## config.mk

```make
export PLATFORM = sky130hd
export DESIGN_NAME = mercury2_dac_scheduler
export DESIGN_NICKNAME = d
export VERILOG_FILES = /design/src/rtl/mercury2_dac_scheduler.sv
export SDC_FILE = /design/constraint.sdc
export NUM_CORES = 1
export LEC_CHECK = 0
export ABC_CLOCK_PERIOD_IN_PS = 2800
export BUFFER_PORTS_ARGS = -buffer_cell sky130_fd_sc_hd__buf_2
export CAP_MARGIN = 15
export CORE_MARGIN = 4
export CORE_UTILIZATION = 53
export DETAILED_ROUTE_END_ITERATION = 10
export PLACE_DENSITY = 0.78
export SYNTH_ARGS = -nofsm -noshare
export SYNTH_HDL_FRONTEND = slang
export SYNTH_SLANG_ARGS = --single-unit
```

## constraint.sdc

```tcl
create_clock -name clk_50MHZ -period 2.8 [get_ports clk_50MHZ]
set_clock_uncertainty 0.15 [all_clocks]
set_input_delay 0.56 -clock clk_50MHZ [delete_from_list [all_inputs] [get_ports clk_50MHZ]]
set_output_delay 0.56 -clock clk_50MHZ [all_outputs]
set_load 0.01 [all_outputs]
```

## src/rtl/mercury2_dac_scheduler.sv

```systemverilog
// Two-requester scheduler in front of the Mercury2 settling-time DAC wrapper.
// Build macro DAC_SCHED_ROUND_ROBIN_EN: tie-break by last-grant pointer instead of fixed channel-0 priority.
module mercury2_dac_scheduler #(
  parameter int BusyTimeout = 16
) (
  input  logic       clk_50MHZ,
  input  logic       reset_n,
  input  logic       wr0,
  input  logic       wr1,
  input  logic [9:0] data0,
  input  logic [9:0] data1,
  output logic       pending0,
  output logic       pending1,
  output logic       done0,
  output logic       done1,
  output logic       overrun0,
  output logic       overrun1,
  output logic       fault,
  input  logic       clear_status,
  output logic       dac_trigger,
  output logic       dac_channel,
  output logic [9:0] dac_din,
  input  logic       dac_busy
);

  localparam int CNT_W = ($clog2(BusyTimeout + 1) < 4) ? 4 : $clog2(BusyTimeout + 1);
  localparam logic [CNT_W-1:0] CNT_LAST = CNT_W'(BusyTimeout - 1);

  typedef enum logic [1:0] {
    IDLE      = 2'd0,
    ISSUE     = 2'd1,
    WAIT_BUSY = 2'd2,
    WAIT_DONE = 2'd3
  } state_t;

  state_t           state_r;
  logic [CNT_W-1:0] cnt_r;
  logic [9:0]       hold0_r;
  logic [9:0]       hold1_r;
  logic             grant_s;
  logic             sel_s;
  logic             clr0_s;
  logic             clr1_s;
  logic             ovr0_set_s;
  logic             ovr1_set_s;
  logic             fault_set_s;
`ifdef DAC_SCHED_ROUND_ROBIN_EN
  logic             last_grant_r;
`endif

  assign grant_s     = (state_r == IDLE) && (pending0 || pending1) && !dac_busy;
  assign clr0_s      = grant_s && (sel_s == 1'b0);
  assign clr1_s      = grant_s && (sel_s == 1'b1);
  assign ovr0_set_s  = wr0 && pending0 && !clr0_s;
  assign ovr1_set_s  = wr1 && pending1 && !clr1_s;
  assign fault_set_s = (state_r == WAIT_BUSY) && !dac_busy && (cnt_r == CNT_LAST);

  // Channel selection for the next grant
  always_comb begin
    sel_s = 1'b0;
`ifdef DAC_SCHED_ROUND_ROBIN_EN
    if (pending0 && pending1) begin
      sel_s = ~last_grant_r;
    end else begin
      sel_s = ~pending0;
    end
`else
    if (pending0) begin
      sel_s = 1'b0;
    end else begin
      sel_s = pending1;
    end
`endif
  end

  // Holding registers and pending flags; a write on the grant edge re-arms the channel
  always_ff @(posedge clk_50MHZ or negedge reset_n) begin
    if (!reset_n) begin
      hold0_r  <= 10'd0;
      hold1_r  <= 10'd0;
      pending0 <= 1'b0;
      pending1 <= 1'b0;
    end else begin
      if (wr0) begin
        hold0_r  <= data0;
        pending0 <= 1'b1;
      end else if (clr0_s) begin
        pending0 <= 1'b0;
      end
      if (wr1) begin
        hold1_r  <= data1;
        pending1 <= 1'b1;
      end else if (clr1_s) begin
        pending1 <= 1'b0;
      end
    end
  end

  // Sticky status flags; a new set event beats clear_status on the same edge
  always_ff @(posedge clk_50MHZ or negedge reset_n) begin
    if (!reset_n) begin
      overrun0 <= 1'b0;
      overrun1 <= 1'b0;
      fault    <= 1'b0;
    end else begin
      if (ovr0_set_s) begin
        overrun0 <= 1'b1;
      end else if (clear_status) begin
        overrun0 <= 1'b0;
      end
      if (ovr1_set_s) begin
        overrun1 <= 1'b1;
      end else if (clear_status) begin
        overrun1 <= 1'b0;
      end
      if (fault_set_s) begin
        fault <= 1'b1;
      end else if (clear_status) begin
        fault <= 1'b0;
      end
    end
  end

  // Issue sequencer: grant, trigger pulse, busy handshake and completion pulse
  always_ff @(posedge clk_50MHZ or negedge reset_n) begin
    if (!reset_n) begin
      state_r      <= IDLE;
      cnt_r        <= '0;
      dac_trigger  <= 1'b0;
      dac_channel  <= 1'b0;
      dac_din      <= 10'd0;
      done0        <= 1'b0;
      done1        <= 1'b0;
`ifdef DAC_SCHED_ROUND_ROBIN_EN
      last_grant_r <= 1'b1;
`endif
    end else begin
      dac_trigger <= 1'b0;
      done0       <= 1'b0;
      done1       <= 1'b0;
      case (state_r)
        IDLE: begin
          if (grant_s) begin
            dac_channel  <= sel_s;
            dac_din      <= sel_s ? hold1_r : hold0_r;
            dac_trigger  <= 1'b1;
            state_r      <= ISSUE;
`ifdef DAC_SCHED_ROUND_ROBIN_EN
            last_grant_r <= sel_s;
`endif
          end else begin
            state_r <= IDLE;
          end
        end
        ISSUE: begin
          cnt_r   <= '0;
          state_r <= WAIT_BUSY;
        end
        WAIT_BUSY: begin
          if (dac_busy) begin
            state_r <= WAIT_DONE;
          end else if (cnt_r == CNT_LAST) begin
            state_r <= IDLE;
          end else begin
            cnt_r <= cnt_r + CNT_W'(1);
          end
        end
        WAIT_DONE: begin
          if (!dac_busy) begin
            if (dac_channel) begin
              done1 <= 1'b1;
            end else begin
              done0 <= 1'b1;
            end
            state_r <= IDLE;
          end else begin
            state_r <= WAIT_DONE;
          end
        end
        default: begin
          state_r <= IDLE;
        end
      endcase
    end
  end

endmodule

```

==> Word level (Yosys, flattened, before mapping) <==
Index checks and enable logic that the tools add are counted.
W data, S select, Z words.
{ "op_classes": {"bitwise": 1, "n_addsub": 1, "n_mux": 26, "n_reduce_logical": 23, "eq_ne": 7} }
{ "ops": {"columns": ["operator", "n"], "rows": [
  ["$mux W1", 18],
  ["$reduce_bool A2 Y1", 6],
  ["$logic_and A1 B1 Y1", 10],
  ["$mux W10", 1],
  ["$mux W5", 2],
  ["$pmux W5 S2", 1],
  ["$pmux W2 S4", 1],
  ["$mux W2", 3],
  ["$add A5 B1 Y5 const B", 1],
  ["$eq A5 B4 Y1 const B", 1],
  ["$eq A2 B2 Y1 const B", 2],
  ["$ne A2 B2 Y1 const B", 2],
  ["$logic_not A1 Y1", 3],
  ["$ne A3 B2 Y1 const B", 1],
  ["$reduce_and A3 Y1", 1],
  ["$eq A2 B1 Y1 const B", 1],
  ["$logic_not A2 Y1", 1],
  ["$reduce_and A2 Y1", 1],
  ["$logic_or A1 B1 Y1", 1],
  ["$not A1 Y1", 1]
]} }
{ "word_totals": {"out_inout_bits": 19, "regBits": 46, "word_cells": 72, "input_bits": 26} }

==> Longest topological paths before layout <==
Gate-level depths: netlist of run 1.
{ "depth": {"word_depth": 7, "ltp_mapped": 7, "ltp_nobuf": 6} }

==> Worst setup path before layout of run 1 <==
Ideal clock, no wire load.
{ "synth_path": {"path_kind": "register to register", "start": "register cnt_r[0]", "end": "register cnt_r[3]", "stages_incl_launch_ff": 8, "t_arrival_ns": 1.696, "setup_slack_ns": 0.820, "required_time_ns": 2.517, "synth_period_minus_slack_ns": 1.980, "n_path_buf": 1, "setup_time_ns": 0.133, "cell_sequence": "dfrtp_1 ha_1 and3_1 ha_1 clkbuf_1 or2_1 o311ai_0 nand3_1"} }
{ "synth_via": {"elab_chain_cells": 4, "elab_cells_between_ends": 7, "cone_classes": "1 x add/sub; 2 x eq/ne; 3 x mux; 1 x reduce/logical"} }
{ "synth_lines": {"columns": ["item", "line", "source"], "rows": [
  ["start: declaration", "37", "logic [CNT_W-1:0] cnt_r;"],
  ["start signal: assignment", "165", "cnt_r <= cnt_r + CNT_W'(1);"],
  ["$add A5 B1 Y5", "165", null],
  ["$mux W5", "162", "end else if (cnt_r == CNT_LAST) begin"],
  ["$mux W5", "160", "if (dac_busy) begin"],
  ["$pmux W5 S2", "141", "case (state_r)"]
]} }
Parallel ways exist; a longest one is shown, timed or not. The select of a mux whose other input is x is not followed.
A chain may end at the register's enable or synchronous reset.

==> Worst setup path after layout of run 1 <==
Ends and elaborated chain as after synthesis.

==> metrics, run 1 <==
DRT antenna net count 0; sequential element share of the synthesized area 55.4%; number of CTS-inserted buffers 5; fin. max-slew vios 0; Logic pwr share 28.1%; relative slew slack 34.0%; drt total wl 3.83 mm; die area 0.00499 sq mm; Buf/Inv on CP 0; Initial Utilization 56.0%; CTS hold repair buffers 0; maximum VDD drop 405 uV; final non-filler cell total 243; CP max stage delay 0.44 ns; vias in the first global route 1,442; top post-synthesis cells by area dfrtp_1, mux2_4, mux2_2, mux2i_1, inv_1; largest area contributor in the netlist dfrtp_1; Nets 222; Setup Crit Path Kind reg2reg; status finished clean; crit share post-route 76.3%; worst min path class in2async; count of state elements after synthesis 46; Seq pwr share 47.9%; RSZ-0062 raised after global routing no; Area after DPL 0.00231 sq mm; total global routing overflow 0; Warnings, synthesis 0; CTS max path bufs 2; Psw 0.000603 W; Tot GR Track Use 17.2%; Resized cells post-CTS 0; Clk pin slew, worst setup/hold paths 0.09 ns; CTS root buf clkbuf_8; DR vias/cell 5.36; switch share 29.9%; worst-path cell chain ha_1 > and3_1 > ha_1 > or2_1 > o311ai_0 > nand3_1; Commonest cells post-synth dfrtp_1, mux2_2, mux2_4; WHS 0.260 ns; Max Clock Freq 0.468 GHz; Period minus WS final 2.14 ns; Die Wd 70.6 um; CP arrival 2.17 ns; Max-cap violations 0; prevailing post-synth register cell dfrtp_1; fin area 0.00242 sq mm; Cell Count Post-Placement 235; share of cells above drive strength 1 48.2%; Die H 70.6 um; Initial DRC Count 112; core area 0.00372 sq mm; row cnt 22; routability congestion estimate 0.841; TNS Setup 0 ns; critical path endpoint category flip-flop; Cell Pwr Density 834 mW/mm^2; I/O Pins 45; Avg Inst Size Synth 13.8 sq um; fillcell total 272; leakage 1.19 nW; synthesis-to-finish area growth 16.3%; EDFF count, synth 0; Unique masters post-synth 33; Final HPWL DP 2.74 mm; post-synth top area share 55.4%; area of the multi-input gates 852 sq um; count leader, synth dfrtp_1; total power 0.00202 W; FF/Latch Area 0.00115 sq mm; Port Buf Inserts 44; first-pass GRT wire length 6.61 mm; final hold violation count 0; worst-path fanout max 8; largest net degree at the start of global routing 47; Initial DRT Pass Iterations 4; Post-CTS Setup Inserts 0; Skew-Pair Late Insertion Delay 0.30 ns; crit start category flip-flop; Critical Path Most Common Cell ha_1; Clk pwr share 24.0%; Mapped Nets 179; detailed-route wire length per cell 15.7 um; FFs w/ async S/R, synth 100%; Residual DRC 0; ant diodes 0; Worst-Margin Slew 0.990 ns; mapped cell area 0.00208 sq mm; htree depth 2; initial antenna violation count 0; vias 1,302; synthesized netlist cell count 151; TritonCTS clock tree done; CP required 2.83 ns; Slowest cell on crit path dfrtp_1; # setup viols final 0; Internal 0.00141 W; CTS sink count 46; CP delay by family, top simple AND/OR/NAND/NOR gates
-- power groups by stage --
stage	clock network, W	logic, W	registers (W)
after detailed placement	0	0.000576	0.000974
after floorplan	0	0.000385	0.000969
after global routing	0.000535	0.000615	0.000992
after global placement	0	0.000552	0.000962
after CTS	0.000499	0.000576	0.000965
final	0.000485	0.000566	0.000966
-- per-layer routing --
layer | vias up | part of all wire (%) | global-route usage (%)
met3 | 8 | 7.6 | 6.82
li1 | 616 | - | -
met4 | 0 | 1.7 | 7.10
met2 | 45 | 52 | 30.2
met5 | - | 0 | 0
met1 | 633 | 39 | 18.5
-- worst paths after layout --
check	from	to	slack [ns]	cells past startpoint
worst max-delay path	cnt_r[0]$_DFFE_PN0P_	cnt_r[3]$_DFFE_PN0P_	0.66	6
worst min-delay path	reset_n	cnt_r[3]$_DFFE_PN0P_	0.26	1
worst max register to register	cnt_r[0]$_DFFE_PN0P_	cnt_r[3]$_DFFE_PN0P_	0.66	6
worst min register to register	hold0_r[2]$_DFFE_PN0P_	hold0_r[2]$_DFFE_PN0P_	0.36	1
max in group asynchronous	reset_n	hold1_r[6]$_DFFE_PN0P_	1.62	1
min in group clk_50MHZ	clear_status	fault$_DFFE_PN0P_	0.32	2
-- worst reg2reg max path, stage by stage, from the launching register on --
cell	delay, ns
dfrtp_1	0.44
ha_1	0.25
and3_1	0.16
ha_1	0.28
or2_1	0.26
o311ai_0	0.35
nand3_1	0.13
-- flip-flops by register name, indices dropped and copies added, names as in the netlist, 2 cells and up --
signal   cells
hold0_r     10
state_r      2
cnt_r        5
dac_din     10
hold1_r     10
-- area by class of cell --
cell class	count	share of cell area, %
timing repair buffer	44	9.11
clock inverter	3	1.66
multi-input combinational	90	35.2
sequential	46	47.6
inverter	7	1.09
clock buffer	5	2.85
tap	48	2.48
-- cell families (layout without fill, tap and decap cells) --
logic type	Yosys count	count (layout)	synth area share, %
AO/OA/AOI/OAI	16	16	5.36
flip-flops	46	46	55.4
AND/OR/NAND/NOR	29	29	7.70
multiplexers	43	43	26.7
adder cells (fa/ha/maj)	2	2	1.20
buffers and inverters	15	59	3.67
-- stage by stage --
| stage | setup WS, ns | util [%] |
|---|---|---|
| floorplan | 0.820 | - |
| global placement | 0.848 | 62.2 |
| detailed placement | 0.702 | 62.2 |
| CTS | 0.698 | 65.1 |
| global route | 0.578 | 65.1 |
| finish | 0.663 | 65.1 |
-- placed cells by master (no fill, tap or decap) --
master      n
inv_1       7
nor2_1      4
nand4_1     1
and3_1      3
ha_1        2
nor4b_1     1
nor3b_1     1
nor4bb_1    1
nand3b_1    1
nor3_2      1
or2_1       1
o311ai_0    1
clkinv_2    2
mux2_4     20
nand3_1     3
buf_2      44
nor3_1      2
nand2_1     7
a21oi_1     1
dfrtp_1    46
mux2_2     20
mux2i_1     3
o21a_4      1
o21bai_1    1
o21ai_0     5
nor2b_1     2
a31oi_1     1
nand2b_1    1
o22ai_1     3
o31a_1      1
o41ai_1     1
clkbuf_8    5
a21o_1      1
bufinv_16   1
(Power assumes the default switching activity.)
==> run 2: changes to the inputs <==
--- a/config.mk
+++ b/config.mk
@@ -5,7 +5,7 @@
 export SDC_FILE = /design/constraint.sdc
 export NUM_CORES = 1
 export LEC_CHECK = 0
-export ABC_CLOCK_PERIOD_IN_PS = 2800
+export ABC_CLOCK_PERIOD_IN_PS = 2150
 export BUFFER_PORTS_ARGS = -buffer_cell sky130_fd_sc_hd__buf_2
 export CAP_MARGIN = 15
 export CORE_MARGIN = 4
==> constraint.sdc (replaced) <==
create_clock -name clk_50MHZ -period 2.15 [get_ports clk_50MHZ]
set_clock_uncertainty 0.15 [all_clocks]
set_input_delay 0.43 -clock clk_50MHZ [delete_from_list [all_inputs] [get_ports clk_50MHZ]]
set_output_delay 0.43 -clock clk_50MHZ [all_outputs]
set_load 0.01 [all_outputs]
==> run 2 against run 1 <==
Compared with the run above:
- sequential cell count is the same
- non-clock buffer count increased by 6
- die area unchanged
- first-iteration DRC count grew 11%
- worst hold slack lost 0.057 ns
- critical path type unchanged
- largest power group unchanged
==> metrics, run 2 (same netlist as run 1, synthesis figures left out) <==
final hold violation count 0 (unchanged); Post-CTS Setup Inserts 0 (unchanged); Nets 228 (was 222); maximum VDD drop 541 uV (was 405 uV); core area 0.00372 sq mm (unchanged); CP max stage delay 0.44 ns (about the same); setup ws final 0.150 ns (was 0.663 ns); crit start category flip-flop (unchanged); Initial DRC Count 124 (was 112); Setup Crit Path Kind reg2reg (unchanged); drt total wl 3.87 mm (was 3.83 mm); CTS sink count 46 (unchanged); # setup viols final 0 (unchanged); TNS Setup 0 ns (unchanged); share of cells above drive strength 1 49.3% (was 48.2%); Port Buf Inserts 44 (unchanged); CTS max path bufs 2 (unchanged); fin. max-slew vios 0 (unchanged); routability congestion estimate 0.815 (was 0.841); initial antenna violation count 0 (unchanged); largest registers dac_din x10, hold0_r x10, hold1_r x10 (unchanged); Critical Path Most Common Cell ha_1 (unchanged); worst-path fanout max 7 (was 8); Residual DRC 0 (unchanged); row cnt 22 (unchanged); first-pass GRT wire length 6.66 mm (was 6.61 mm); relative slew slack 65.3% (was 34.0%); TritonCTS clock tree done (unchanged); Clk pin slew, worst setup/hold paths 0.08 ns (was 0.09 ns); leakage 1.23 nW (was 1.19 nW); Tot GR Track Use 17.0% (was 17.2%); Slowest cell on crit path dfrtp_1 (unchanged); Die H 70.6 um (unchanged); Buf/Inv on CP 1 (was 0); CP delay by family, top simple AND/OR/NAND/NOR gates (unchanged); WHS 0.203 ns (was 0.260 ns); area of the multi-input gates 852 sq um (unchanged); ant diodes 0 (unchanged); FF/Latch Area 0.00115 sq mm (unchanged); Final HPWL DP 2.93 mm (was 2.74 mm); critical path endpoint category flip-flop (unchanged); final non-filler cell total 249 (was 243); Max Clock Freq 0.500 GHz (was 0.468 GHz); CTS hold repair buffers 1 (was 0); total power 0.00265 W (was 0.00202 W); commonest non-fill, non-tap cell in the layout dfrtp_1 (unchanged); Cell Count Post-Placement 240 (was 235); I/O Pins 45 (unchanged); number of CTS-inserted buffers 5 (unchanged); worst min path class in2reg (was in2async); Initial Utilization 56.0% (unchanged); Skew-Pair Late Insertion Delay 0.29 ns (was 0.30 ns); largest net degree at the start of global routing 25 (was 47); DRT antenna net count 0 (unchanged); RSZ-0062 raised after global routing no (unchanged); detailed-route wire length per cell 15.5 um (was 15.7 um); CP arrival 2.07 ns (was 2.17 ns); Cell Pwr Density 1070 mW/mm^2 (was 834 mW/mm^2); DR vias/cell 5.27 (was 5.36); vias 1,312 (was 1,302); Worst-Margin Slew 0.521 ns (was 0.990 ns); vias in the first global route 1,432 (was 1,442); status finished clean (unchanged); fillcell total 288 (was 272); synthesis-to-finish area growth 19.2% (was 16.3%); Period minus WS final 2.00 ns (was 2.14 ns); Place WS 0.196 ns (was 0.702 ns); Die Wd 70.6 um (unchanged); commonest cells after routing, fill and taps aside dfrtp_1, buf_2, mux2_4, mux2_2 (unchanged); worst-path cell chain ha_1 > and3_1 > ha_1 > buf_4 > nor4b_1 > mux2i_1 > o22ai_1 (was ha_1 > and3_1 > ha_1 > or2_1 > o311ai_0 > nand3_1); crit share post-route 93.0% (was 76.3%); CP required 2.22 ns (was 2.83 ns); Max-cap violations 0 (unchanged); total global routing overflow 0 (unchanged); Initial DRT Pass Iterations 4 (unchanged); die area 0.00499 sq mm (unchanged); Resized cells post-CTS 0 (unchanged); htree depth 2 (unchanged); CTS root buf clkbuf_8 (unchanged)
[run 2: changes by cell type in the layout (fill, tap and decap cells not counted)]
cell / delta
buf_12: +1
dlygate4sd3_1: +1
buf_4: +4
[run 2: per-stage QoR]
stage	util [%]	area, sq um
2_1_floorplan	-	2080
3_3_place_gp	63.5	2360
3_5_place_dp	63.5	2360
4_1_cts	66.7	2480
5_1_grt	66.7	2480
6_report	66.7	2480
[run 2: final cells by class]
cell class / count / area share, %
Sequential cell: 46 / 46.4
Multi-Input combinational cell: 90 / 34.4
Timing Repair Buffer: 50 / 11.3
Clock inverter: 3 / 1.62
Clock buffer: 5 / 2.78
Tap cell: 48 / 2.42
Inverter: 7 / 1.06
[run 2: worst reg2reg max path, stage by stage, from the launching register on]
cell	delay, ns
dfrtp_1	0.44
ha_1	0.25
and3_1	0.16
ha_1	0.20
buf_4	0.17
nor4b_1	0.30
mux2i_1	0.12
o22ai_1	0.13
[run 2: layer usage]
metal | vias up | part of all wire, % | GRT usage, %
li1 | 626 | - | -
met1 | 637 | 39 | 19.7
met2 | 43 | 52 | 29.8
met3 | 6 | 6.8 | 4.83
met4 | 0 | 1.4 | 6.89
met5 | - | 0 | 0
[run 2: report_power, final]
group,switching [W],internal (W)
Clock,0.000274,0.000342
Combinational,0.000366,0.000461
Sequential,0.000138,0.00107
Total,0.000779,0.00187
[run 2: path summary, 6_finish.rpt]
kind	start	to	slack [ns]	depth (start not counted)
max	cnt_r[0]$_DFFE_PN0P_	cnt_r[2]$_DFFE_PN0P_	0.15	7
min	clear_status	overrun0$_DFFE_PN0P_	0.20	2
max reg2reg	cnt_r[0]$_DFFE_PN0P_	cnt_r[2]$_DFFE_PN0P_	0.15	7
min reg2reg	hold0_r[3]$_DFFE_PN0P_	hold0_r[3]$_DFFE_PN0P_	0.36	1
max in group asynchronous	reset_n	dac_din[1]$_DFFE_PN0P_	0.85	3
min in group asynchronous	reset_n	done0$_DFF_PN0_	0.49	2
==> run 3: changes to the inputs <==
==> constraint.sdc (replaced) <==
create_clock -name clk_50MHZ -period 2.15 [get_ports clk_50MHZ]
set_clock_uncertainty 0.15 [all_clocks]
set_input_delay 0.43 -clock clk_50MHZ [delete_from_list [all_inputs] [get_ports clk_50MHZ]]
set_output_delay 0.43 -clock clk_50MHZ [all_outputs]
set_load 0.1 [all_outputs]
==> run 3 against run 2 <==
Compared with the run above:
- total power up 29%
- clock power down 15%
- final cell count down 0.40%
- critical path type unchanged
- sequential power about the same
- highest routed layer unchanged
- non-clock buffer count down 1
==> metrics, run 3 (same netlist as run 1, synthesis figures left out) <==
number of CTS-inserted buffers 5 (unchanged); Port Buf Inserts 44 (unchanged); leakage 1.21 nW (was 1.23 nW); TritonCTS clock tree done (unchanged); Cell Pwr Density 1400 mW/mm^2 (was 1070 mW/mm^2); fin. max-slew vios 0 (unchanged); largest registers dac_din x10, hold0_r x10, hold1_r x10 (unchanged); relative slew slack 56.3% (was 65.3%); DRT antenna net count 0 (unchanged); CTS sink count 46 (unchanged); share of cells above drive strength 1 49.5% (was 49.3%); CP required 2.17 ns (was 2.22 ns); Period minus WS final 1.97 ns (was 2.00 ns); CTS root buf clkbuf_8 (unchanged); status finished clean (unchanged); # setup viols final 0 (unchanged); Die Wd 70.6 um (unchanged); Clk pin slew, worst setup/hold paths 0.08 ns (about the same); r2r setup slk 0.18 ns (was 0.15 ns); Die H 70.6 um (unchanged); Tot GR Track Use 17.5% (was 17.0%); final hold violation count 0 (unchanged); routability congestion estimate 0.888 (was 0.815); Max-cap violations 0 (unchanged); RSZ-0062 raised after global routing no (unchanged); total global routing overflow 0 (unchanged); Resized cells post-CTS 0 (unchanged); DR vias/cell 5.35 (was 5.27); CTS hold repair buffers 0 (was 1); Post-CTS Setup Inserts 0 (unchanged); row cnt 22 (unchanged); Nets 227 (was 228); Initial Utilization 56.0% (unchanged); critical path endpoint category flip-flop (unchanged); fillcell total 288 (unchanged); Area after DPL 0.00235 sq mm (was 0.00236 sq mm); commonest cells after routing, fill and taps aside dfrtp_1, buf_2, mux2_4, mux2_2 (unchanged); Residual DRC 0 (unchanged); htree depth 2 (unchanged); crit share post-route 91.4% (was 93.0%); detailed-route wire length per cell 15.8 um (was 15.5 um); worst min path class in2async (was in2reg); synthesis-to-finish area growth 17.3% (was 19.2%); commonest non-fill, non-tap cell in the layout dfrtp_1 (unchanged); Max Clock Freq 0.509 GHz (was 0.500 GHz); area of the multi-input gates 852 sq um (unchanged); core area 0.00372 sq mm (unchanged); CP arrival 1.98 ns (was 2.07 ns); Setup Crit Path Kind reg2reg (unchanged); vias 1,327 (was 1,312); drt total wl 3.91 mm (was 3.87 mm); CTS max path bufs 2 (unchanged); worst reg2reg startpoint cnt_r[0]$_DFFE_PN0P_ (unchanged); ant diodes 0 (unchanged); Final HPWL DP 2.92 mm (was 2.93 mm); reg2reg end cnt_r[3]$_DFFE_PN0P_ (was cnt_r[2]$_DFFE_PN0P_); die area 0.00499 sq mm (unchanged); maximum VDD drop 806 uV (was 541 uV); I/O Pins 45 (unchanged); Skew-Pair Late Insertion Delay 0.29 ns (about the same); Worst-Margin Slew 0.656 ns (was 0.521 ns); initial antenna violation count 0 (unchanged); TNS Setup 0 ns (unchanged); Initial DRT Pass Iterations 4 (unchanged); FF/Latch Area 0.00115 sq mm (about the same); worst-path fanout max 6 (was 7); vias in the first global route 1,369 (was 1,432); largest net degree at the start of global routing 32 (was 25); fin area 0.00244 sq mm (was 0.00248 sq mm); Initial DRC Count 148 (was 124); FF-to-FF path depth 6 (was 7); first-pass GRT wire length 6.68 mm (was 6.66 mm); crit start category flip-flop (unchanged)
run 3: worst max-delay path: stages (launching register included):
cell,delay (ns)
dfrtp_1,0.44
ha_1,0.25
and3_1,0.15
ha_1,0.19
or2_1,0.22
o311ai_0,0.33
nand3_1,0.12
run 3: layout make-up:
| class | instances | area share [%] |
|---|---|---|
| repair buffers | 49 | 10.6 |
| clock inverters | 1 | 0.205 |
| multi-input cells | 90 | 34.9 |
| flip-flops and latches | 46 | 47.2 |
| inverters | 7 | 1.08 |
| well taps | 48 | 2.46 |
| clock buffers | 7 | 3.54 |
run 3: how the worst max path moves through the flow:
stage                               startpoint                      to  cells past startpoint
final                     cnt_r[0]$_DFFE_PN0P_    cnt_r[3]$_DFFE_PN0P_                      6
after global routing      cnt_r[0]$_DFFE_PN0P_    cnt_r[3]$_DFFE_PN0P_                      6
after CTS                 cnt_r[0]$_DFFE_PN0P_    cnt_r[3]$_DFFE_PN0P_                      6
after detailed placement  cnt_r[0]$_DFFE_PN0P_    cnt_r[3]$_DFFE_PN0P_                      6
after global placement    cnt_r[0]$_DFFE_PN0P_    cnt_r[3]$_DFFE_PN0P_                      6
after floorplan           pending1$_DFFE_PN0P_  dac_din[0]$_DFFE_PN0P_                      4
run 3: per-layer routing:
metal / wire length (um) / global-route usage, % / vias to the layer above
li1: - / - / 624
met1: 1680 / 20.8 / 666
met2: 1960 / 29.8 / 31
met3: 210 / 5.97 / 6
met4: 53 / 5.64 / 0
met5: 0 / 0 / -
run 3: report_power, final:
| part | switching [W] | internal, W |
|---|---|---|
| sequential | 0.000164 | 0.00107 |
| clock | 0.000263 | 0.000259 |
| combinational | 0.00122 | 0.000449 |
| total | 0.00165 | 0.00178 |
run 3: metrics by stage:
step / std cells / util [%] / hold slack, ns / worst slack, ns / total power [W]
3_5_place_dp: 240 / 63.2 / 0.344 / 0.188 / 0.00293
2_1_floorplan: 151 / - / -0.0156 / 0.0462 / 0.00263
6_report: 248 / 65.7 / 0.00840 / 0.185 / 0.00343
3_3_place_gp: 240 / 63.2 / 0.335 / 0.287 / 0.00288
5_1_grt: 248 / 65.7 / 0.0498 / 0.0707 / 0.00358
4_1_cts: 248 / 65.7 / 0.0242 / 0.178 / 0.00346
